==> config.mk <==
export PLATFORM = sky130hd
export DESIGN_NAME = bnn_feature_loader
export DESIGN_NICKNAME = d
export VERILOG_FILES = /design/src/rtl/bnn_feature_loader.sv
export SDC_FILE = /design/constraint.sdc
export NUM_CORES = 1
export LEC_CHECK = 0
export BUFFER_PORTS_ARGS = -buffer_cell sky130_fd_sc_hd__buf_4
export CORE_AREA = 3 3 206 208
export DETAILED_ROUTE_END_ITERATION = 8
export DIE_AREA = 0 0 209 211
export HOLD_SLACK_MARGIN = 0.15
export PLACE_DENSITY = 0.76
export SLEW_MARGIN = 20
export SYNTH_ARGS = -nofsm -noshare
export SYNTH_HDL_FRONTEND = slang
export SYNTH_SLANG_ARGS = --single-unit
==> constraint.sdc <==
create_clock -name clk -period 5.4 [get_ports clk]
set_clock_uncertainty 0.15 [all_clocks]
set_input_delay 1.35 -clock clk [delete_from_list [all_inputs] [get_ports clk]]
set_output_delay 1.35 -clock clk [all_outputs]
set_load 0.1 [all_outputs]
==> src/rtl/bnn_feature_loader.sv <==
// Streaming front-end for the combinational BNN classifier: packs features beat by beat,
// holds the vector for a settle window, then returns the captured class over a handshake.
module bnn_feature_loader #(
  parameter int FEAT_CNT      = 128,
  parameter int FEAT_BITS     = 4,
  parameter int CLASS_CNT     = 6,
  parameter int SETTLE_CYCLES = 2
) (
  input  logic                              clk,
  input  logic                              rst,
  input  logic                              in_valid,
  output logic                              in_ready,
  input  logic [FEAT_BITS-1:0]              in_data,
  input  logic                              in_last,
  output logic [FEAT_CNT*FEAT_BITS-1:0]     features,
  input  logic [$clog2(CLASS_CNT)-1:0]      prediction,
  output logic                              out_valid,
  input  logic                              out_ready,
  output logic [$clog2(CLASS_CNT)-1:0]      out_class,
  output logic                              frame_err
);

  localparam int CW = $clog2(FEAT_CNT);
  localparam int SW = (SETTLE_CYCLES > 1) ? $clog2(SETTLE_CYCLES) : 1;
  localparam int FW = FEAT_CNT * FEAT_BITS;

  localparam logic [1:0] ST_LOAD   = 2'd0;
  localparam logic [1:0] ST_SETTLE = 2'd1;
  localparam logic [1:0] ST_OUT    = 2'd2;

  logic [1:0]    state;
  logic [CW-1:0] beat_cnt;
  logic [SW-1:0] settle_cnt;
  logic          beat;
  logic          last_slot;

  assign in_ready  = (state == ST_LOAD) && !rst;
  assign beat      = in_valid && in_ready;
  assign last_slot = (beat_cnt == CW'(FEAT_CNT - 1));

  // A frame is good only when in_last and the final slot coincide; either alone is a framing error.
  always_ff @(posedge clk) begin
    if (rst) begin
      state      <= ST_LOAD;
      beat_cnt   <= '0;
      settle_cnt <= '0;
      features   <= '0;
      out_class  <= '0;
      out_valid  <= 1'b0;
      frame_err  <= 1'b0;
    end else begin
      frame_err <= 1'b0;
      case (state)
        ST_LOAD: begin
          if (beat) begin
            features <= {in_data, features[FW-1:FEAT_BITS]};
            if (last_slot && in_last) begin
              beat_cnt   <= '0;
              settle_cnt <= '0;
              state      <= ST_SETTLE;
            end else if (last_slot || in_last) begin
              beat_cnt  <= '0;
              frame_err <= 1'b1;
            end else begin
              beat_cnt <= beat_cnt + CW'(1);
            end
          end
        end
        ST_SETTLE: begin
          if (settle_cnt == SW'(SETTLE_CYCLES - 1)) begin
            out_class <= prediction;
            out_valid <= 1'b1;
            state     <= ST_OUT;
          end else begin
            settle_cnt <= settle_cnt + SW'(1);
          end
        end
        ST_OUT: begin
          if (out_ready) begin
            out_valid <= 1'b0;
            state     <= ST_LOAD;
          end
        end
        default: state <= ST_LOAD;
      endcase
    end
  end

endmodule

**Word level (Yosys, flattened, before mapping)**

Index checks and enable logic that the tools add are counted.

- Register bits: 527
- Input port bits: 12
- Output and inout bits: 518

- Add/sub/neg operators: 2
- Equality and inequality tests: 7
- Multiplexer cells: 15
- Bitwise operators: 2
- Reductions and logical operators: 14

Operators by type and width:

| operator | count |
|---|---|
| $mux 7 | 2 |
| $mux 2 | 4 |
| $add 7x1->7 const B | 1 |
| $eq 7x7->1 const B | 1 |
| $mux 1 | 6 |
| $ne 2x2->1 const B | 3 |
| $pmux 2 s3 | 1 |
| $reduce_and 3->1 | 2 |
| $pmux 1 s2 | 2 |
| $reduce_and 2->1 | 2 |
| $reduce_and 4->1 | 1 |
| $reduce_bool 2->1 | 2 |
| $reduce_or 4->1 | 1 |
| $logic_and 1x1->1 | 3 |
| $eq 2x1->1 const B | 1 |
| $eq 2x2->1 const B | 1 |
| $logic_not 2->1 | 1 |
| $ne 2x1->1 const B | 1 |
| $not 1->1 | 2 |
| $add 1x1->1 const B | 1 |
| $logic_not 1->1 | 1 |
| $logic_or 1x1->1 | 1 |

**Logic depth before layout (Yosys ltp)**

- Depth in word-level cells: 5
- Gate-level depth with buffers: 7
- Mapped depth without buffers: 4

**Worst setup path after synthesis**

OpenSTA, ideal clock, no wires.

- Path kind: input -> output
- From: in rst
- To: out in_ready
- Arrival time: 3938 ps
- Setup slack: -38 ps
- Stages on the path: 4
- Cells stage by stage: clkbuf_1 -> clkbuf_1 -> clkbuf_1 -> nor3_1

- Word-level cells in the longest chain between the ends: 2

RTL lines:

| item | line | text |
|---|---|---|
| start, declared | 10 | `input logic rst,` |
| $logic_not 1->1 | 37 | `assign in_ready = (state == ST_LOAD) && !rst;` |
| $logic_and 1x1->1 | 37 |  |
| end, declared | 12 | `output logic in_ready,` |

No other way between the ends.

**Worst setup path in the final report**

Same ends and word-level chain as after synthesis.

==> results.py <==
metrics = {
    "run_status": {
        "run_status": "completed",
    },
    "die": {
        "starting_density_of_the_core_pct": 44.3,
        "rows": 74,
        "die_y_um": 211,
        "die_width_um": 209,
        "boundaryPins": 530,
        "floorplan.core_area_mm2": 0.0407,
        "die_area_mm2": 0.0441,
    },
    "worst_setup_path": {
        "timing.critical_path.cells": "buf_8, nor3_2, buf_4",
        "crit_path_end_kind": "output port",
        "largest_incremental_delay_on_the_critical_path_ps": 350,
        "start_kind": "primary input",
        "worst_setup_path_start": "rst",
        "worstPathArrival_ps": 2400,
        "worstPathMaxFanout": 118,
        "r2r-start": "state[0]",
        "crit_slowest_cell": "buf_4",
        "worst-setup-path-type": "in -> out",
        "crit_required_ps": 3900,
    },
    "placement": {
        "dp_hpwl_um": 35900,
        "gpl_wtd_cong": 0.850,
        "number_of_input_and_output_port_buffers_inserted": 529,
    },
    "global_route": {
        "groute.usage.overall_pct": 22.7,
        "globalRoute.totalOverflow": 0,
        "first_pass_grt_wire_length_um": 82600,
        "number_of_antenna_violations_at_the_first_check_in_global_routing": 0,
        "first_global_vias": 15400,
        "maximum_number_of_pins_on_one_net_before_global_route_repair": 263,
    },
    "timing": {
        "report.final.slew_viol_count": 0,
        "tightestPinTransition_ps": 1200,
        "timing.final.setup_violations": 0,
        "hold_viol": 0,
        "timing.final.crit_share_pct": 72.3,
        "clock.fmax_ghz": 0.256,
        "finalSetupTns_ps": 0,
        "rsz0062_at_grt": "no",
        "layout_min_cycle_time_ps": 3900,
        "maxSlewHeadroom_pct": 19.8,
    },
    "clock_tree": {
        "numClockSinks": 527,
        "clock_path_buffers": 3,
        "tritoncts": "done",
        "tritoncts.num_buffers": 53,
        "clk_root_buffer_cell": "clkbuf_16",
        "cts-hold-fix-buffers": 0,
        "htreeDepth": 2,
        "worst_skew_pair.late_latency_ps": 580,
        "post_cts.repair.setup_buffers": 0,
        "cts-resized-gates": 0,
        "cts.clk_slew.worst_paths_ps": 60,
    },
    "finish": {
        "final_layout_size_suffix_gt1_share_pct": 23.1,
        "area_growth_syn_to_layout_pct": 33.3,
        "register_area_mm2": 0.0106,
        "design.final.nets": 2731,
        "n_fill_cell": 3523,
        "number_of_diodes_added_for_antenna_fixing": 0,
        "multi_input_area_mm2": 0.00677,
        "utilization_pct": 59.0,
    },
    "yosys": {
        "area_fraction_in_compound_gates_after_synthesis_pct": 14.9,
        "postSynth.topFlopCell": "dfxtp_1",
        "synth.net_count": 2307,
        "synthSimpleGateAreaFrac_pct": 22.2,
        "synth-seq-area-share_pct": 58.5,
        "count_leader_synth": "nand2_1",
        "post_synth_mux_area_share_pct": 0.166,
        "synth.top_cells.by_count": "nand2_1 (1028), dfxtp_1 (527), a21oi_1 (517), clkbuf_1 (133), buf_2 (40)",
        "synth_edf_count": 0,
        "synthDistinctLibCells": 27,
        "synth_top_cell_area_share_pct": 58.5,
        "netlist_area_before_placement_mm2": 0.0180,
        "synth-seq-cells": 527,
        "syn-instance-count": 2294,
        "dominant_combinational_cell_family_by_area_after_synthesis": "simple AND/OR/NAND/NOR gates",
        "cell_taking_the_most_area_after_synthesis": "dfxtp_1",
        "postSynthAreaPerCell_um2": 7.86,
        "synth_area_in_adders_pct": 0.0693,
        "synthesis.yosys.warnings": 0,
        "postSynth.asyncResetShare_pct": 0,
        "xor_and_xnor_fraction_of_the_mapped_netlist_area_pct": 0.0485,
        "post_synth_main_area_contributors": "dfxtp_1 (58%), nand2_1 (21%), a21oi_1 (14%)",
    },
    "detailed_routing": {
        "vias": 16800,
        "drc_errors": 0,
        "met3_length_um": 3990,
        "dr.max_layer_used": "met4",
        "drt_first_iter_violations": 1682,
        "count_of_nets_left_with_antenna_violations_after_detail_routing": 0,
        "vias_per_cell": 5.10,
        "routedWlPerCell_um": 16.3,
        "route.met2.wl_um": 26300,
        "drt-met1-wl_um": 21100,
        "detail_route.first_pass.iterations": 6,
        "routed_wirelength_um": 53700,
    },
    "pwr": {
        "static-leakage-power_nw": 9.19,
        "share_seq_of_total_power_pct": 48.9,
        "powerDensity_mw_per_mm2": 331,
        "sum_of_internal_switching_and_leakage_power_mw": 7.97,
        "combinationalPowerShare_pct": 3.0,
        "total_switching_power_mw": 1.74,
        "swShare_pct": 21.8,
        "vdd.ir_drop.worst_uv": 221,
        "cellInternalPower_mw": 6.23,
        "clock_share_of_power_pct": 48.2,
    },
    "worst_hold_path": {
        "hold_path_class": "reg -> reg",
        "worst_hold_startpoint": "features[3]",
    },
    "flow_run": {
        "drv.max_cap_violation_count": 0,
    },
}
stage by stage:
stage / area, um^2 / cells / hold WS, ps / setup WS, ps
after floorplan: 18000 / 2294 / 297 / 817
after global placement: 22200 / 3194 / 294 / 1430
after detailed placement: 22200 / 3194 / 299 / 1380
after CTS: 24000 / 3292 / 308 / 1540
after global routing: 24000 / 3293 / 329 / 1480
final: 24000 / 3293 / 307 / 1500
worst paths after layout:
kind / endpoint / slack, ps / depth (start not counted)
min: features[3] / 310 / 2
max: in_ready / 1500 / 3
min reg2reg: features[3] / 310 / 2
max reg2reg: features[268] / 2850 / 4
kinds of logic (layout without fill, tap and decap cells):
logic type / count (synthesis) / after routing
simple gates: 1051 / 1051
xor+xnor: 1 / 1
flops: 527 / 527
buf+inv: 179 / 646
mux: 3 / 3
compound gates: 532 / 532
fa+ha+maj: 1 / 1
power by group through the flow:
stage,Clock (mW),Sequential (mW),Combinational (mW)
after global routing,4.07,3.89,0.254
after CTS,3.91,3.89,0.230
after floorplan,0,4.00,0.169
after global placement,0,3.98,0.227
after detailed placement,0,3.98,0.230
final,3.84,3.89,0.235
state kept, by name, indices dropped and copies added (netlist names):
signal,count
settle_cnt,1
features,512
frame_err,1
state,2
beat_cnt,7
out_class,3
out_valid,1
worst max-delay path: cells and delay by family:
family | cells | cell delay (ps)
buffers and inverters | 2 | 530
and+or+nand+nor | 1 | 340
per-layer routing:
metal | global-route usage (%) | vias up
li1 | - | 8229
met1 | 27.2 | 7834
met2 | 38.4 | 605
met3 | 6.06 | 129
met4 | 10.1 | 0
met5 | 0 | -
final cells by class:
| type | count | share of cell area [%] |
|---|---|---|
| inverter | 4 | 0.0624 |
| sequential | 527 | 43.9 |
| timing repair buffer | 544 | 17.4 |
| clock buffer | 78 | 6.71 |
| clock inverter | 20 | 1.04 |
| tap | 532 | 2.77 |
| multi-input combinational | 1588 | 28.1 |
cells in the final DEF, fill, tap and decap left out, drive strengths merged:
cell type     n
clkinvlp      4
nand3b        2
ha            1
inv           7
o41ai         1
or3           4
nand3         3
a211oi        1
nor3          1
xnor2         1
or4           3
or2           1
bufinv        5
buf         544
dfxtp       527
nand2b        2
a21oi       517
o21ai         5
or4b          1
nor4b         1
nor2          5
nand2      1028
clkbuf       78
a221oi        5
mux2i         3
clkinv        8
o31ai         2
a2bb2oi       1
(Power assumes the default switching activity.)
